**config.mk**
```make
export PLATFORM = sky130hd
export DESIGN_NAME = fetch_cache_if
export DESIGN_NICKNAME = d
export VERILOG_FILES = /design/src/rtl/fetch_cache_if.sv
export SDC_FILE = /design/constraint.sdc
export NUM_CORES = 1
export LEC_CHECK = 0
export ABC_AREA = 0
export BUFFER_PORTS_ARGS = -buffer_cell sky130_fd_sc_hd__buf_2
export CAP_MARGIN = 30
export CORE_MARGIN = 5
export CORE_UTILIZATION = 57
export DETAILED_ROUTE_END_ITERATION = 8
export GPL_TIMING_DRIVEN = 0
export PLACE_DENSITY_LB_ADDON = 0.1
export SYNTH_ARGS = -nofsm -noshare
export SYNTH_HDL_FRONTEND = slang
export SYNTH_SLANG_ARGS = --single-unit
```
**constraint.sdc**
```tcl
create_clock -name CLK -period 3.9 [get_ports CLK]
set_input_delay 0.585 -clock CLK [delete_from_list [all_inputs] [get_ports CLK]]
set_output_delay 0.585 -clock CLK [all_outputs]
set_load 0.005 [all_outputs]
```
**src/rtl/fetch_cache_if.sv**
```systemverilog
// Instruction fetch front end: drives the cache read port, retries on miss, buffers {pc, inst} for decode.
// Optional FETCH_PERF_EN adds issue / miss-cycle performance counters.
module fetch_cache_if #(
    parameter int unsigned DEPTH    = 4,
    parameter logic [31:0] RESET_PC = 32'h0
) (
    input  logic        CLK,
    input  logic        RST,
    input  logic        FLUSH,
    input  logic [31:0] NEW_PC,
    input  logic        STALL,
    output logic        INST_VALID,
    output logic [31:0] INST_PC,
    output logic [31:0] INST_DATA,
    output logic [31:0] CACHE_HIT_CHECK,
    input  logic        CACHE_HIT_CHECK_RESULT,
    output logic        CACHE_RDEN,
    output logic [31:0] CACHE_RIADDR,
    input  logic [31:0] CACHE_ROADDR,
    input  logic        CACHE_RVALID,
    input  logic [31:0] CACHE_RDATA
`ifdef FETCH_PERF_EN
    ,
    output logic [31:0] PERF_ISSUE,
    output logic [31:0] PERF_MISS_CYC
`endif
);
    localparam int AW = $clog2(DEPTH);

    typedef struct packed {
        logic [31:0] pc;
        logic [31:0] inst;
    } fetch_ent_t;

    typedef enum logic {S_FETCH, S_MISS} state_t;

    state_t        state;
    logic [31:0]   pc;
    fetch_ent_t    mem [DEPTH];
    fetch_ent_t    hold, head;
    logic [AW-1:0] wptr, rptr;
    logic [AW:0]   count;
    logic [AW+1:0] occ;
    logic          inflight, kill;
    logic          space, issue, miss, resp_ok, push, rewind, pop;

    assign occ     = {1'b0, count} + {{(AW+1){1'b0}}, inflight};
    assign space   = occ < (AW+2)'(DEPTH);

    assign CACHE_RDEN      = (space || state == S_MISS) && !FLUSH && !RST;
    assign CACHE_RIADDR    = pc & ~32'h3;
    assign CACHE_HIT_CHECK = CACHE_RIADDR;

    assign issue   = CACHE_RDEN && CACHE_HIT_CHECK_RESULT;
    assign miss    = CACHE_RDEN && !CACHE_HIT_CHECK_RESULT;
    assign resp_ok = inflight && !kill && !FLUSH;
    assign push    = resp_ok && CACHE_RVALID;
    assign rewind  = resp_ok && !CACHE_RVALID;

    assign INST_VALID = count != '0;
    assign pop        = INST_VALID && !STALL && !FLUSH;
    assign head       = INST_VALID ? mem[rptr] : hold;
    assign INST_PC    = head.pc;
    assign INST_DATA  = head.inst;

    always_ff @(posedge CLK) begin
        if (RST) begin
            pc       <= RESET_PC;
            state    <= S_FETCH;
            wptr     <= '0;
            rptr     <= '0;
            count    <= '0;
            inflight <= 1'b0;
            kill     <= 1'b0;
        end else if (FLUSH) begin
            pc       <= NEW_PC & ~32'h3;
            state    <= S_FETCH;
            wptr     <= '0;
            rptr     <= '0;
            count    <= '0;
            kill     <= inflight;
            inflight <= 1'b0;
        end else begin
            inflight <= issue;
            // A rewind makes any word issued this cycle out of order; drop its response too.
            kill     <= rewind && issue;
            if (rewind)
                pc <= CACHE_ROADDR & ~32'h3;
            else if (issue)
                pc <= pc + 32'd4;
            if (miss)
                state <= S_MISS;
            else if (issue)
                state <= S_FETCH;
            if (push)
                wptr <= wptr + AW'(1);
            if (pop)
                rptr <= rptr + AW'(1);
            count <= count + (AW+1)'(push) - (AW+1)'(pop);
        end
    end

    always_ff @(posedge CLK) begin
        if (push && !RST)
            mem[wptr] <= '{pc: CACHE_ROADDR, inst: CACHE_RDATA};
    end

    // Remembers the last presented head so outputs hold steady while the FIFO is empty.
    always_ff @(posedge CLK) begin
        if (RST)
            hold <= '0;
        else if (INST_VALID)
            hold <= mem[rptr];
    end

`ifdef FETCH_PERF_EN
    always_ff @(posedge CLK) begin
        if (RST) begin
            PERF_ISSUE    <= '0;
            PERF_MISS_CYC <= '0;
        end else begin
            if (issue)
                PERF_ISSUE <= PERF_ISSUE + 32'd1;
            if (state == S_MISS || miss)
                PERF_MISS_CYC <= PERF_MISS_CYC + 32'd1;
        end
    end
`endif

endmodule
```
## Yosys cells after proc, flatten, opt, wreduce, memory -nomap -nowiden

Memory sizes are Yosys's and may differ from the RTL's. A register that Yosys moved wholly into a read port is not among the register bits.
Index checks and enable logic that the tools add are counted.

- Bits in registers: 106
- Memory bits (writable): 256
- Word-level logic and storage cells: 53
- Output and inout bits: 130
- Memories: 1
- Bits of input ports: 102

Memories:

| memory | words | width | read ports | clocked after memory_dff | wr ports | RTL line | RTL |
|---|---|---|---|---|---|---|---|
| mem | 4 | 64 | 1 | 1 | 1 | 39 | `fetch_ent_t mem [DEPTH];` |

- Reduce and logical (&&, ||, !) cells: 24
- Multiplexer cells: 11
- Add/sub/neg operators: 6
- $lt $le $gt $ge: 1

Operator list:

| operator | count |
|---|---|
| $mux 32 | 3 |
| $mux 64 | 1 |
| $add 32x3->32 const B | 1 |
| $logic_and 1x1->1 | 12 |
| $logic_not 1->1 | 6 |
| $reduce_bool 3->1 | 2 |
| $mux 1 | 5 |
| $add 2x1->2 const B | 2 |
| $add 3x1->4 | 1 |
| $lt 4x3->1 const B | 1 |
| $mux 2 | 2 |
| $add 3x1->3 | 1 |
| $reduce_or 3->1 | 1 |
| $sub 3x1->3 | 1 |
| $reduce_bool 2->1 | 1 |
| $reduce_or 2->1 | 1 |
| $logic_or 1x1->1 | 1 |

## Longest topological paths before layout

- Depth after elaboration: 9
- Depth in mapped cells: 11
- Mapped depth without buffers: 9

## Worst setup path after synthesis

No wires, ideal clock.

- Path kind: input-to-reg
- Start point: input FLUSH
- End point: memory mem[0][0] in the netlist's numbering (enable)
- Library setup time: 0.429 ns
- Arrival time: 3.195 ns
- Cell stages on the path: 6
- Path buffers: 2
- Setup slack: 0.276 ns
- Required time: 3.471 ns
- Cells stage by stage: clkbuf_1 -> clkbuf_1 -> nor4bb_1 -> inv_1 -> nor2_1 -> and2_1

- Longest elaborated chain between the ends: 6

Ends and longest elaborated chain:

| what | RTL line | RTL |
|---|---|---|
| start, declared | 9 | `input logic FLUSH,` |
| $logic_not 1->1 | 56 | `assign resp_ok = inflight && !kill && !FLUSH;` |
| $logic_and 1x1->1 | 56 |  |
| $logic_and 1x1->1 | 57 | `assign push = resp_ok && CACHE_RVALID;` |
| $logic_and 1x1->1 | 104 | `if (push && !RST)` |
| $mux 1 | 104 |  |
| $mux 1 (implied by the code) | 105 | `mem[wptr] <= '{pc: CACHE_ROADDR, inst: CACHE_RDATA};` |
| end, declared | 39 |  |

No other way between the ends.

## Final worst setup path

- Start point: register count[1]
- End point: output INST_PC[16]

- Longest elaborated chain between the ends: 2

Ends and longest elaborated chain:

| what | RTL line | RTL |
|---|---|---|
| start, declared | 42 | `logic [AW:0] count;` |
| start signal, assigned | 99 | `count <= count + (AW+1)'(push) - (AW+1)'(pop);` |
| $reduce_bool 3->1 | 60 | `assign INST_VALID = count != '0;` |
| $mux 64 | -- |  |
| end, declared | 13 | `output logic [31:0] INST_PC,` |

No other way between the ends.

==> run metrics <==
synth unique cells=63; CTS resizes=0; CTS Hold Buffers Added=0; Nets=between 1000 and 1500; CTS H-tree lvls=2; worst slew pin tran=roughly 860 ps; Pleak=approximately 6.6 nW; # clock sinks=roughly 360; CP Launch Type=register; antenna violations before repair=0; synthesized area per cell=15.3 µm²; count leader, synth=edfxtp_1; worst hold path startpoint=CACHE_RDATA[10]; Mapped Cells=969; CTS tree=yes; critical path class=reg2out; Synth top cells by count=edfxtp_1 (256), dfxtp_1 (106), nor2b_1 (73); wire length per cell=approximately 22 µm; pwr dens=around 460 mW/mm²; met3 Use GR=under 10%; Ys Warns=0; Critical Path Start=count[1]; dpl ws=599 ps; f_max=282 MHz; Area Growth Syn to Fin=19.6%; Hold Crit Class=in2reg; Yosys reg bits=around 360; Synth Flop Type=edfxtp_1; Sw Ratio=between 20% and 30%; die area=0.0294 mm²; Gate power share=under 10%; vias=9396; Row Count=59; I/O Pins=~230; first drt pass iteration count=6; final hold vios=0; main area contributors after synthesis=edfxtp_1 (52%), dfxtp_1 (14%), mux4_2 (9.7%); core box area=approximately 0.026 mm²; cell area after synthesis=~0.015 mm²; clock latency on the worst-skew pair=520 ps; met2 Use GR=41.1%; RePlAce Congestion=a little over 0.9; Final WS setup=approximately 350 ps; Detailed Route WL=about 35 mm; Max Cap Viol=0; Clock Skew=20.0 ps; number of port buffers=between 200 and 250; power share of the clock group=about 44%; chip width=~170 µm; Int Pwr=about 6.5 mW; Post-synth EDFFs=between 200 and 300; total gr overflow=0; fin crit share=about nine tenths; Initial DRC Count=961; vias in the first global route=roughly 9700; Seq/Total Area, Yosys=66.0%; Final setup viols=0; DRC violations left=0; worst hold slack=approximately 290 ps; WP data required=around 3300 ps; Yosys top cell area share=between 50% and 60%; crit path capture type=primary output; clk slew on worst S/H paths=around 60 ps; met1 Use GR=between 30 and 40%; reg2reg start=count[1]; largest net degree at the start of global routing=52; layer with the highest usage=met2; Max-slew headroom=a little over two fifths; crit-path max FO=10; min cycle time layout=roughly 3500 ps; Post-synth ARST share=0%; ANT nets after route=0; die height=about 170 µm; fin. max-slew vios=0; Root Buffer=clkbuf_16; Via density=~6; Max IR drop VDD=roughly 0.37 mV; total CTS buffers=37; number of post-CTS setup repair buffers=0; clk buf depth=3; Flop pwr share=51.4%; Overall Global Routing Usage=about a quarter; cell taking the most area after synthesis=edfxtp_1; post-layout util=68.8%; Initial Utilization=a little under three fifths; share of layout cells above drive strength 1=~37%; Ant. Diodes=0; status=finished, final reports clean; RSZ-0062 raised after global routing=false; FILL cells=between 1500 and 2000; Critical Path AT=just under 3000 ps; first-pass GRT wire length=around 54 mm; HPWL after DPL=roughly 24 mm; NetSw=1.67 mW
worst max-delay path: stages (launching register included):
cell	delay, ps
dfxtp_1	360
nor3_1	520
clkbuf_2	440
clkbuf_1	560
mux2_2	420
buf_2	150
through the flow:
step | TNS [ps] | total power [mW] | instances | area [µm²]
2_1_floorplan | 0 | 4.45 | 972 | 14900
3_3_place_gp | -330070 | 4.66 | 1531 | 16400
3_5_place_dp | 0 | 4.66 | 1536 | 16500
4_1_cts | 0 | 8.20 | 1604 | 17800
5_1_grt | 0 | 8.42 | 1604 | 17800
6_report | 0 | 8.16 | 1604 | 17800
cell families after synthesis:
| logic type | synth area share (%) |
|---|---|
| xor gates and xnor gates | 0.707 |
| and+or+nand+nor | 8.58 |
| muxes | 14.8 |
| AOI/OAI and AO/OA | 5.35 |
| DFF | 66.0 |
| adders and majority gates | 0.808 |
| other | 0.0252 |
| buffers and inverters | 3.71 |
power by group through the flow:
stage / registers [mW] / clock network (mW) / logic [mW]
floorplan: 4.26 / 0 / 0.186
global placement: 4.28 / 0 / 0.380
detailed placement: 4.28 / 0 / 0.385
CTS: 4.20 / 3.62 / 0.388
global route: 4.20 / 3.80 / 0.424
finish: 4.20 / 3.57 / 0.390
path summary, 6_finish.rpt:
check | end | slack [ps] | depth (start not counted)
setup / recovery | INST_PC[16] | 350 | 5
hold / removal | mem[1][10] | 290 | 1
setup reg to reg | count[2] | 1190 | 10
hold reg to reg | wptr[1] | 500 | 2
layer usage:
| metal | up-vias | share of wire [%] |
|---|---|---|
| li1 | 4243 | - |
| met1 | 4641 | 40 |
| met2 | 449 | 49 |
| met3 | 63 | 8.3 |
| met4 | 0 | 2.1 |
| met5 | - | 0 |
state kept, by name, summed over array words and instances (netlist names), named ones only:
signal    flops
hold         64
count         3
rptr          2
state         1
pc           30
inflight      1
kill          1
wptr          2
mem         256
cell type report:
class                           count  area, µm²  area share (%)
Buffer                             91        478            2.69
Clock buffer                       56       1110            6.24
Clock inverter                     12        139           0.781
Inverter                           20       75.1           0.422
Multi-Input combinational cell    499       4520            25.4
Sequential cell                   362       9810            55.2
Tap cell                          335        419            2.36
Timing Repair Buffer              229       1220            6.87
placed cells by master (no fill, tap or decap), types with 4 or more instances in the layout:
cell / n
edfxtp_1: 256
buf_2: 231
dfxtp_1: 106
nor2b_1: 73
mux2_2: 65
mux4_2: 64
clkbuf_1: 58
clkbuf_16: 39
nand2_1: 35
buf_4: 34
nor2_1: 28
o21ai_0: 23
nor3_1: 21
inv_1: 19
a21oi_1: 18
nand3_1: 15
nand4_1: 12
a211oi_1: 11
a22oi_1: 10
nor4_1: 8
xnor2_1: 8
ha_1: 8
a311oi_1: 7
o31ai_1: 7
a221oi_1: 7
clkbuf_8: 7
and3_1: 5
clkinv_2: 5
and2_4: 4
nor3b_1: 4
o211ai_1: 4
and2_1: 4
xor2_1: 4
a22o_1: 4
conb_1: 4
Power figures use the tool's default switching activity.
